### config.mk
export PLATFORM = sky130hd
export DESIGN_NAME = multdiv_iter
export DESIGN_NICKNAME = d
export VERILOG_FILES = /design/src/rtl/multdiv_iter.sv
export SDC_FILE = /design/constraint.sdc
export NUM_CORES = 1
export LEC_CHECK = 0
export ABC_AREA = 1
export BUFFER_PORTS_ARGS = -buffer_cell sky130_fd_sc_hd__buf_2
export CORE_ASPECT_RATIO = 0.6
export CORE_MARGIN = 2
export CORE_UTILIZATION = 25
export DETAILED_ROUTE_END_ITERATION = 8
export PLACE_DENSITY_LB_ADDON = 0.05
export SLEW_MARGIN = 0
export SYNTH_ARGS = -nofsm -noshare
export SYNTH_HDL_FRONTEND = slang
export SYNTH_SLANG_ARGS = --single-unit
### constraint.sdc
create_clock -name clock -period 4.05 [get_ports clock]
set_clock_uncertainty 0.15 [all_clocks]
set_input_delay 0.6075 -clock clock [delete_from_list [all_inputs] [get_ports clock]]
set_output_delay 0.6075 -clock clock [all_outputs]
set_load 0.05 [all_outputs]
### src/rtl/multdiv_iter.sv
// Iterative signed 32-bit multiply (radix-2 shift-add) / divide (restoring), one bit per cycle.
// Optional macro MULTDIV_DIV0_FAST_EN: divide-by-zero completes right after operand preparation.
module multdiv_iter (
    input  logic        clock,
    input  logic        reset,
    input  logic [31:0] data_operandA,
    input  logic [31:0] data_operandB,
    input  logic        ctrl_MULT,
    input  logic        ctrl_DIV,
    output logic [31:0] data_result,
    output logic        data_exception,
    output logic        data_resultRDY,
    output logic        busy
);

    localparam logic [1:0] ST_IDLE = 2'd0;
    localparam logic [1:0] ST_RUN  = 2'd1;
    localparam logic [1:0] ST_DONE = 2'd2;

    logic [1:0]  state_q, state_d;
    logic [4:0]  cnt_q, cnt_d;
    logic        prep_q, prep_d;
    logic        div_q, div_d;
    logic        neg_q, neg_d;
    logic [63:0] acc_q, acc_d;
    logic [63:0] opa_q, opa_d;
    logic [32:0] opb_q, opb_d;
    logic [31:0] res_q, res_d;
    logic        exc_q, exc_d;

    logic [31:0] mag_a, mag_b;
    logic [32:0] rem_sh;
    logic [33:0] diff;
    logic [63:0] prod_s;
    logic [31:0] quo, quo_s;

    assign data_result    = res_q;
    assign data_exception = exc_q;
    assign data_resultRDY = (state_q == ST_DONE);
    assign busy           = (state_q == ST_RUN);

    always_comb begin
        state_d = state_q;
        cnt_d   = cnt_q;
        prep_d  = prep_q;
        div_d   = div_q;
        neg_d   = neg_q;
        acc_d   = acc_q;
        opa_d   = opa_q;
        opb_d   = opb_q;
        res_d   = res_q;
        exc_d   = exc_q;
        prod_s  = '0;
        quo     = '0;
        quo_s   = '0;

        // 32-bit unsigned magnitude represents 2^31 exactly for 0x80000000
        mag_a  = opa_q[31] ? (~opa_q[31:0] + 32'd1) : opa_q[31:0];
        mag_b  = opb_q[31] ? (~opb_q[31:0] + 32'd1) : opb_q[31:0];
        rem_sh = {acc_q[31:0], opa_q[31]};
        diff   = {1'b0, rem_sh} - {2'b00, opb_q[31:0]};

        case (state_q)
            ST_RUN: begin
                if (prep_q) begin
                    // First RUN cycle converts latched raw operands to magnitudes
                    prep_d = 1'b0;
                    neg_d  = opa_q[31] ^ opb_q[31];
                    opa_d  = {32'd0, mag_a};
                    opb_d  = {1'b0, mag_b};
                    acc_d  = '0;
`ifdef MULTDIV_DIV0_FAST_EN
                    if (div_q && (opb_q[31:0] == 32'd0)) begin
                        state_d = ST_DONE;
                        res_d   = '0;
                        exc_d   = 1'b1;
                    end
`else
`endif
                end else begin
                    cnt_d = cnt_q + 5'd1;
                    if (div_q) begin
                        // Dividend shifts out the top while quotient bits shift in at the bottom
                        if (!diff[33]) begin
                            acc_d = {31'd0, diff[32:0]};
                            opa_d = {32'd0, opa_q[30:0], 1'b1};
                        end else begin
                            acc_d = {31'd0, rem_sh};
                            opa_d = {32'd0, opa_q[30:0], 1'b0};
                        end
                    end else begin
                        if (opb_q[0]) begin
                            acc_d = acc_q + opa_q;
                        end
                        opa_d = opa_q << 1;
                        opb_d = opb_q >> 1;
                    end

                    if (cnt_q == 5'd31) begin
                        state_d = ST_DONE;
                        if (div_q) begin
                            quo   = opa_d[31:0];
                            quo_s = neg_q ? (~quo + 32'd1) : quo;
                            if (opb_q[31:0] == 32'd0) begin
                                res_d = '0;
                                exc_d = 1'b1;
                            end else begin
                                res_d = quo_s;
                                exc_d = quo[31] & ~neg_q;
                            end
                        end else begin
                            prod_s = neg_q ? (~acc_d + 64'd1) : acc_d;
                            res_d  = prod_s[31:0];
                            exc_d  = !((&prod_s[63:31]) || (~|prod_s[63:31]));
                        end
                    end
                end
            end
            ST_DONE: state_d = ST_IDLE;
            default: state_d = ST_IDLE;
        endcase

        // A start overrides whatever is in flight
        if (ctrl_MULT || ctrl_DIV) begin
            state_d = ST_RUN;
            prep_d  = 1'b1;
            cnt_d   = '0;
            div_d   = ctrl_DIV & ~ctrl_MULT;
            opa_d   = {32'd0, data_operandA};
            opb_d   = {1'b0, data_operandB};
            acc_d   = '0;
        end
    end

    always_ff @(posedge clock or negedge reset) begin
        if (!reset) begin
            state_q <= ST_IDLE;
            cnt_q   <= '0;
            prep_q  <= 1'b0;
            div_q   <= 1'b0;
            neg_q   <= 1'b0;
            acc_q   <= '0;
            opa_q   <= '0;
            opb_q   <= '0;
            res_q   <= '0;
            exc_q   <= 1'b0;
        end else begin
            state_q <= state_d;
            cnt_q   <= cnt_d;
            prep_q  <= prep_d;
            div_q   <= div_d;
            neg_q   <= neg_d;
            acc_q   <= acc_d;
            opa_q   <= opa_d;
            opb_q   <= opb_d;
            res_q   <= res_d;
            exc_q   <= exc_d;
        end
    end

endmodule
; Yosys cells after proc, flatten, opt, wreduce, memory -nomap -nowiden
; Index checks and enable logic that the tools add are counted.
[totals]
reg_bits = 204
elab_cells = 89
[op_classes]
n_addsub = 7
n_eq_ne = 9
n_mux = 36
bitwise_logic = 10
n_reduce_logical = 15
[ops]
columns = op, count
row1 = $mux W64, 14
row2 = $mux W33, 5
row3 = $mux W32, 5
row4 = $add A32 B1 Y32 const B, 3
row5 = $not A32 Y32, 3
row6 = $add A64 B1 Y64 const B, 1
row7 = $add A64 B64 Y64, 1
row8 = $not A64 Y64, 1
row9 = $sub A33 B32 Y34, 1
row10 = $reduce_and A33 Y1, 1
row11 = $reduce_or A33 Y1, 1
row12 = $logic_not A32 Y1, 1
row13 = $mux W5, 3
row14 = $reduce_and A2 Y1, 5
row15 = $ne A3 B1 Y1 const B, 3
row16 = $mux W2, 4
row17 = $ne A3 B2 Y1 const B, 2
row18 = $reduce_and A3 Y1, 2
row19 = $add A5 B1 Y5 const B, 1
row20 = $eq A5 B5 Y1 const B, 1
row21 = $mux W1, 5
row22 = $not A1 Y1, 3
row23 = $and A1 B1 Y1, 2
row24 = $eq A2 B1 Y1 const B, 1
row25 = other kinds (6), 8

; Logic depth before layout (Yosys ltp)
; Gate-level depths: netlist of the first run.
[depth]
word_depth = 13
depth_mapped = 38
ltp_nobuf = 37

; Worst setup path before layout of the first run
; No wires, ideal clock.
[synth_path]
path_kind = reg-to-reg
startpoint = reg opb_q[0]
endpoint = reg opb_q[24]
setup_time_ns = 0.083
arrival_time_ns = 3.498
setup_slack_ns = 0.320
path_stages_with_launch = 26
path_buffers = 3
period_less_slack_ns = 3.730
cell_sequence = dfrtp_1 buf_6 inv_6 clkbuf_1 clkbuf_1 ha_1 nand2_1 nor2_1 nand4_1 nor2_1 nand2_1 nor2_1 nand2_1 nor3_1 nand3_1 nor3_1 nand3_1 nor2_1 nand2_1 nor3_1 inv_1 o21ai_0 nand3_1 o211ai_1 o211ai_1 o21ai_0
[synth_via]
elab_chain_cells = 6
[synth_lines]
columns = element, line
row1 = "start, declared", 27  ; logic [32:0] opb_q, opb_d;
row2 = "start signal, assigned", 155  ; opb_q <= opb_d;
row3 = $not A32 Y32, 59  ; mag_b = opb_q[31] ? (~opb_q[31:0] + 32'd1) : opb_q[31:0];
row4 = $add A32 B1 Y32, 59
row5 = $mux W32, 59
row6 = $mux W33, 65  ; if (prep_q) begin
row7 = $mux W33, 63  ; case (state_q)
row8 = $mux W33, 124  ; if (ctrl_MULT || ctrl_DIV) begin
; No other way between the ends. The select of a mux whose other input is x is not followed.
; A chain may end at the register's enable or synchronous reset.

; Worst setup path in the final report of the first run
[layout_path]
startpoint = reg acc_q[36]
endpoint = reg exc_q (netlist: data_exception)
[layout_via]
elab_chain_cells = 13
[layout_lines]
columns = element, line
row1 = "start, declared", 25  ; logic [63:0] acc_q, acc_d;
row2 = "start signal, assigned", 142  ; acc_q <= '0;
row3 = "start signal, assigned", 153  ; acc_q <= acc_d;
row4 = $add A64 B64 Y64, 93  ; acc_d = acc_q + opa_q;
row5 = $mux W64 *, 92  ; if (opb_q[0]) begin
row6 = $mux W64 *, 82  ; if (div_q) begin
row7 = $mux W64 *, 65
row8 = $mux W64 *, 63
row9 = $not A64 Y64, 112  ; prod_s = neg_q ? (~acc_d + 64'd1) : acc_d;
row10 = $add A64 B1 Y64, 112
row11 = $mux W64 *, 112
row12 = $reduce_or A33 Y1, 114  ; exc_d = !((&prod_s[63:31]) || (~|prod_s[63:31]));
row13 = $logic_not A1 Y1, 114
row14 = $logic_or A1 B1 Y1 *, 114
row15 = $logic_not A1 Y1 *, 114
row16 = $mux W1 *, 101  ; if (div_q) begin
row17 = "end signal, assigned", 146  ; exc_q <= 1'b0;
row18 = "end signal, assigned", 157  ; exc_q <= exc_d;
row19 = "end, declared", 29  ; logic exc_q, exc_d;
; Every way passes the cells marked *; elsewhere a longest branch is shown, timed or not. The select of a mux whose other input is x is not followed.

==> results of run 1 <==
==> stage by stage <==
stage | setup TNS [ns] | utilization
after floorplan | 0 | -
after global placement | -4.126 | 0.3385
after detailed placement | -4.104 | 0.3385
after CTS | -0.1322 | 0.3797
after global routing | -0.9011 | 0.3918
final | -0.3420 | 0.3918
==> worst paths after layout <==
kind	cells past startpoint	startpoint	to
setup / recovery	30	acc_q[36]$_DFFE_PN0N_	data_exception$_DFFE_PN0P_
hold / removal	2	ctrl_MULT	div_q$_DFFE_PN0N_
setup reg to reg	30	acc_q[36]$_DFFE_PN0N_	data_exception$_DFFE_PN0P_
hold reg to reg	1	cnt_q[4]$_DFFE_PN0P_	cnt_q[4]$_DFFE_PN0P_
max in group asynchronous	3	reset	opa_q[40]$_DFFE_PN0N_
min in group asynchronous	2	reset	opa_q[8]$_DFFE_PN0P_
==> timing repair <==
item	in CTS	in global routing
pin swaps	136	125
setup endpoints to repair	21	22
buffers inserted	73	27
hold buffers	1	0
cloned	6	0
resized for setup	576	267
hold endpoints to repair	88	0
==> registers in the layout (all words and copies together), names as in the netlist <==
| register | cells |
|---|---|
| opa_q | 64 |
| cnt_q | 5 |
| prep_q | 1 |
| neg_q | 1 |
| data_exception | 1 |
| data_result | 32 |
| div_q | 1 |
| opb_q | 32 |
| acc_q | 64 |
| state_q | 2 |
==> worst max-delay path: cells and delay by family (launching register included) <==
kind	cells	cell delay [ns]
simple gates	25	2.68
flops	1	0.54
buf+inv	4	0.45
fa+ha+maj	1	0.37
==> synthesized netlist by cell type, types with 9 or more instances <==
| library cell | instances | area share |
|---|---|---|
| sky130_fd_sc_hd__a21oi_1 | 195 | 0.040 |
| sky130_fd_sc_hd__a31oi_1 | 21 | 0.0054 |
| sky130_fd_sc_hd__and2_1 | 9 | 0.0023 |
| sky130_fd_sc_hd__buf_1 | 21 | 0.0033 |
| sky130_fd_sc_hd__clkbuf_1 | 84 | 0.013 |
| sky130_fd_sc_hd__dfrtp_1 | 203 | 0.21 |
| sky130_fd_sc_hd__ha_1 | 101 | 0.052 |
| sky130_fd_sc_hd__inv_1 | 819 | 0.13 |
| sky130_fd_sc_hd__nand2_1 | 1415 | 0.22 |
| sky130_fd_sc_hd__nand2_2 | 26 | 0.0067 |
| sky130_fd_sc_hd__nand3_1 | 346 | 0.071 |
| sky130_fd_sc_hd__nand4_1 | 44 | 0.011 |
| sky130_fd_sc_hd__nor2_1 | 409 | 0.063 |
| sky130_fd_sc_hd__nor2_2 | 26 | 0.0067 |
| sky130_fd_sc_hd__nor3_1 | 43 | 0.0089 |
| sky130_fd_sc_hd__nor4_1 | 10 | 0.0026 |
| sky130_fd_sc_hd__o211ai_1 | 83 | 0.026 |
| sky130_fd_sc_hd__o21ai_0 | 187 | 0.039 |
| sky130_fd_sc_hd__o221ai_1 | 19 | 0.0069 |
| sky130_fd_sc_hd__o22ai_1 | 68 | 0.018 |
| sky130_fd_sc_hd__o32ai_1 | 30 | 0.011 |
| sky130_fd_sc_hd__xnor2_1 | 12 | 0.0043 |
| sky130_fd_sc_hd__xor2_1 | 34 | 0.012 |
==> routing by layer <==
layer  wire length [um]  vias to the layer above
li1                   -                    15646
met1              82770                    15220
met2              49470                     1117
met3              14590                       73
met4               1499                        0
met5                  0                        -
==> final cells by class <==
class,instances,area share
Clock buffer,34,0.01893
Clock inverter,10,0.003492
Inverter,830,0.08302
Multi-Input combinational cell,3163,0.4906
Sequential cell,203,0.1369
Tap cell,1305,0.04340
Timing Repair Buffer,1037,0.2237
==> report_power, final <==
part	leakage [nW]	total, mW	internal [mW]	switching, mW
Sequential	2.61	2.32	2.13	0.188
Combinational	16.2	5.32	2.11	3.21
Clock	0.414	2.58	1.42	1.16
Total	19.3	10.2	5.66	4.56
==> cells by family (layout without fill, tap and decap cells) <==
group	Yosys count	count (layout)	share of synthesized area
adder cells (fa/ha/maj)	103	103	0.05382
AO/OA/AOI/OAI	642	642	0.1577
XOR/XNOR	46	46	0.01663
multiplexers	4	4	0.001859
flip-flops	203	203	0.2097
AND/OR/NAND/NOR	2367	2368	0.4059
buffers and inverters	959	1911	0.1544
==> flow_metrics.env, run 1 <==
export IMPL_boundaryPins=103
export IMPL_syn_to_layout_area_delta_pct=55.29
export IMPL_std_cell_rows=88
export IMPL_cts_sinks=203
export IMPL_cts_buffers=27
export IMPL_rsz0062_at_grt="yes"
export IMPL_gr_usage_met3=0.06027
export IMPL_layout_drive_gt1_share=0.3415
export IMPL_synthesis_area_um2=24220
export IMPL_worstSetupPathType="register to register"
export IMPL_timing_critical_path_from_type="register"
export IMPL_die_y_um=245.1
export IMPL_dpl_instance_area_um2=32500
export IMPL_pre_cts_ws_ns=-0.6770
export IMPL_critPathRequiredTime_ns=4.40
export IMPL_timing_fmax_ghz=0.2301
export IMPL_multi_input_comb_area_um2=18460
export IMPL_final_seq_area_um2=5149
export IMPL_coreArea_um2=96010
export IMPL_met1_usage=0.5133
export IMPL_maximum_number_of_pins_on_one_net_before_global_route_repair=93
export IMPL_tritoncts="yes"
export IMPL_total_power_mw=10.22
export IMPL_port_buffer_count=102
export IMPL_worst_hold_path_type="input port to register"
export IMPL_root_buffer="sky130_fd_sc_hd__clkbuf_16"
export IMPL_grt_overflow=0
export IMPL_h_tree_depth=1
export IMPL_drt_pre_antenna_iters=6
export IMPL_crit_fanout=4
export IMPL_grt_antenna_before_repair=7
export IMPL_report_final_hold_viol_count=0
export IMPL_avgRoutedWirePerCell_um=22.54
export IMPL_postSynthCellCount=4324
export IMPL_crit_path_end_kind="register"
export IMPL_routed_antenna_nets=0
export IMPL_design_final_nets=5433
export IMPL_placer_congestion_estimate=0.9940
export IMPL_synth_fp_nets=4495
export IMPL_drc=0
export IMPL_initial_core_util=0.2523
export IMPL_final_cell_mix="sky130_fd_sc_hd__nand2_1 (1163), sky130_fd_sc_hd__buf_4 (850), sky130_fd_sc_hd__inv_1 (787)"
export IMPL_arrival_ns=4.70
export IMPL_wire_length_of_the_first_global_routing_pass_um=212900
export IMPL_fin_crit_ns=4.346
export IMPL_clock_transition_time_at_the_flip_flop_clock_pins_of_the_worst_setup_and_hold_paths_ns=0.07
export IMPL_die_width_um=405.9
export IMPL_crit_path_max_incr_delay_ns=0.54
export IMPL_post_dp_hpwl_um=122100
export IMPL_setup_viol=2
export IMPL_final_fill_count=10724
export IMPL_timing_critical_path_slowest_stage_cell="sky130_fd_sc_hd__dfrtp_1"
export IMPL_outcome="complete, but fails checks"
export IMPL_groute_usage_overall=0.2938
export IMPL_finalInstanceArea_um2=37620
export IMPL_yosys_warnings=0
export IMPL_power_static_leakage_nw=19.25
export IMPL_relSlewSlack=0.3718
export IMPL_async_reset_ff_frac=1.000
export IMPL_failed_checks="negative setup slack"
export IMPL_max_cap_violations=0
export IMPL_fin_cells=6582
export IMPL_worst_hold_slack_ns=0.04367
export IMPL_grt_busiest_layer="met1"
export IMPL_final_worst_slack_ns=-0.2960
export IMPL_vias=32056
export IMPL_layout_commonest_cell="sky130_fd_sc_hd__nand2_1"
export IMPL_detailedRoute_firstIterationViolations=3252
export IMPL_postSynthRegisterBits=203
export IMPL_cts_max_path_buffers=3
export IMPL_worst_ir_drop_vdd_mv=0.3309
export IMPL_path_common_cell="sky130_fd_sc_hd__nand2_1"
export IMPL_p_per_area_nw_per_um2=271.7
export IMPL_vias_per_cell=4.870
export IMPL_drt_wl_total_um=148300
export IMPL_finalMaxSlewViolations=0
export IMPL_tightest_slew_ns=0.9324
export IMPL_placed_cells_incl_taps=6432
export IMPL_yosys_cell_types_count=55
export IMPL_synth_seq_area_share=0.2097
export IMPL_timing_final_crit_share=1.073
export IMPL_r2r_setup_slack_ns=-0.30
export IMPL_via_count_of_the_first_global_routing_pass=29801
export IMPL_synth_top_flop_cell="sky130_fd_sc_hd__dfrtp_1"
export IMPL_avgSynthCellArea_um2=5.602
export IMPL_dieArea_um2=99490
export IMPL_synth_edff_count=0
export IMPL_clock_latency_ns=0.64
export IMPL_grt_use_met2=0.3503
export IMPL_insertedDiodeCount=0
Note: power is estimated with default switching activity, not from simulation.
==> run 2, diff against run 1 <==
- TNS_END_PERCENT: unset -> 10
==> run 2 against run 1 <==
Effect of this change: the run still ends with negative setup slack left; hold slack better by 0.0011 ns; global-route usage unchanged; combinational power about the same; clock power barely moved; design area shrank 0.33%; largest power group unchanged.
==> flow_metrics.env, run 2 (synthesis gave the netlist of run 1 again) <==
export IMPL_outcome="complete, but fails checks"
export IMPL_failed_checks="negative setup slack"
export IMPL_cts_buffers=27
export IMPL_via_count_of_the_first_global_routing_pass=29789
export IMPL_grt_overflow=0
export IMPL_routed_antenna_nets=0
export IMPL_grt_use_met2=0.3503
export IMPL_coreArea_um2=96010
export IMPL_pre_cts_ws_ns=-0.6770
export IMPL_reg_top3="acc_q: 64 flops, opa_q: 64 flops"
export IMPL_std_cell_rows=88
export IMPL_critPathRequiredTime_ns=4.40
export IMPL_maximum_number_of_pins_on_one_net_before_global_route_repair=93
export IMPL_dieArea_um2=99490
export IMPL_timing_critical_path_slowest_stage_cell="sky130_fd_sc_hd__dfrtp_2"
export IMPL_post_dp_hpwl_um=122100
export IMPL_timing_fmax_ghz=0.2331
export IMPL_tightest_slew_ns=0.9142
export IMPL_p_per_area_nw_per_um2=271.9
export IMPL_max_cap_violations=0
export IMPL_boundaryPins=103
export IMPL_placer_congestion_estimate=0.9940
export IMPL_groute_usage_overall=0.2938
export IMPL_clock_latency_ns=0.64
export IMPL_finalCoreUtilization=0.3905
export IMPL_drc=0
export IMPL_met1_usage=0.5133
export IMPL_detailedRoute_firstIterationViolations=3230
export IMPL_drt_wl_total_um=148300
export IMPL_final_cell_mix="sky130_fd_sc_hd__nand2_1 (1166), sky130_fd_sc_hd__buf_4 (849), sky130_fd_sc_hd__inv_1 (788)"
export IMPL_worst_ir_drop_vdd_mv=0.3287
export IMPL_worst_hold_path_type="input port to register"
export IMPL_tritoncts="yes"
export IMPL_crit_fanout=8
export IMPL_power_static_leakage_nw=19.22
export IMPL_worstHoldPathCells=2
export IMPL_root_buffer="sky130_fd_sc_hd__clkbuf_16"
export IMPL_worstSetupPathType="register to register"
export IMPL_layout_commonest_cell="sky130_fd_sc_hd__nand2_1"
export IMPL_cts_max_path_buffers=3
export IMPL_fin_crit_ns=4.289
export IMPL_timing_critical_path_from_type="register"
export IMPL_vias=31997
export IMPL_report_final_hold_viol_count=0
export IMPL_finalMaxSlewViolations=0
export IMPL_initial_core_util=0.2523
export IMPL_setup_viol=2
export IMPL_relSlewSlack=0.3841
export IMPL_final_worst_slack_ns=-0.2394
export IMPL_cts_sinks=203
export IMPL_clock_transition_time_at_the_flip_flop_clock_pins_of_the_worst_setup_and_hold_paths_ns=0.08
export IMPL_drt_pre_antenna_iters=5
export IMPL_crit_path_end_kind="register"
export IMPL_finalInstanceArea_um2=37500
export IMPL_crit_path_max_incr_delay_ns=0.51
export IMPL_path_common_cell="sky130_fd_sc_hd__nand2_1"
export IMPL_gr_usage_met3=0.06027
export IMPL_rr_worst_depth=33
export IMPL_grt_busiest_layer="met1"
export IMPL_dpl_instance_area_um2=32500
export IMPL_timing_final_crit_share=1.059
export IMPL_arrival_ns=4.64
export IMPL_wire_length_of_the_first_global_routing_pass_um=212900
export IMPL_grt_antenna_before_repair=7
export IMPL_die_width_um=405.9
export IMPL_design_final_nets=5430
export IMPL_h_tree_depth=1
export IMPL_insertedDiodeCount=0
export IMPL_die_y_um=245.1
export IMPL_syn_to_layout_area_delta_pct=54.79
export IMPL_port_buffer_count=102
export IMPL_layout_drive_gt1_share=0.3390
export IMPL_vias_per_cell=4.864
export IMPL_avgRoutedWirePerCell_um=22.54
export IMPL_rsz0062_at_grt="yes"
==> run 2: cell types whose count changed in the layout (fill, tap and decap cells not counted), moves of 3 or more <==
cell                      previous run  this run
sky130_fd_sc_hd__nand2_4            57        54
sky130_fd_sc_hd__nor2_2            101        98
sky130_fd_sc_hd__nor2_1            277       282
sky130_fd_sc_hd__nand2_1          1163      1166
==> run 2: routing by layer <==
metal	routed length, um	vias up	share of wire
li1	-	15622	-
met1	81990	15138	0.55
met2	49430	1163	0.33
met3	15380	74	0.10
met4	1517	0	0.010
met5	0	-	0
==> run 2: timing repair <==
item / CTS / global route
pin swaps: 135 / 119
hold endpoints to repair: 88 / 0
gates cloned: 6 / 0
resized for setup: 576 / 245
setup endpoints to repair: 21 / 22
hold buffers: 1 / 0
setup buffers: 71 / 25
==> run 2: final timing paths <==
path	from	to	slack [ns]
setup reg to reg	acc_q[30]$_DFFE_PN0N_	data_exception$_DFFE_PN0P_	-0.24
hold reg to reg	cnt_q[4]$_DFFE_PN0P_	cnt_q[4]$_DFFE_PN0P_	0.36
setup / recovery	acc_q[30]$_DFFE_PN0N_	data_exception$_DFFE_PN0P_	-0.24
min in group asynchronous	reset	opa_q[8]$_DFFE_PN0P_	0.50
hold / removal	ctrl_MULT	div_q$_DFFE_PN0N_	0.04
max in group asynchronous	reset	opa_q[40]$_DFFE_PN0N_	2.27
==> run 2: area by class of cell <==
cell class | instances | area (um2)
inverters | 830 | 3123
well taps | 1305 | 1633
repair buffers | 1034 | 8368
multi-input cells | 3163 | 18380
clock buffers | 34 | 711.9
fillers | 10733 | 58520
clock inverters | 10 | 131.4
flip-flops and latches | 203 | 5149
==> run 2: worst max-delay path, delay by kind of cell (launching register included) <==
| family | cells | cell delay, ns |
|---|---|---|
| compound gates | 1 | 0.06 |
| fa+ha+maj | 2 | 0.48 |
| buf+inv | 6 | 0.64 |
| flops | 1 | 0.51 |
| simple gates | 24 | 2.28 |
==> run 2: metrics by stage <==
stage / hold slack [ns] / std cells / total power [mW] / setup TNS, ns
3_5_place_dp: 0.3431 / 6432 / 6.662 / -4.104
5_1_grt: 0.03425 / 6579 / 10.69 / -1.853
2_1_floorplan: 0.1619 / 4324 / 4.215 / 0
4_1_cts: 0.009240 / 6554 / 9.911 / -0.1829
3_3_place_gp: 0.3412 / 6432 / 6.711 / -4.126
6_report: 0.04478 / 6579 / 10.20 / -0.2652
==> run 2: power by group <==
part | internal, mW | switching, mW | leakage [nW]
clock | 1.42 | 1.16 | 0.414
sequential | 2.13 | 0.188 | 2.61
combinational | 2.10 | 3.20 | 16.2
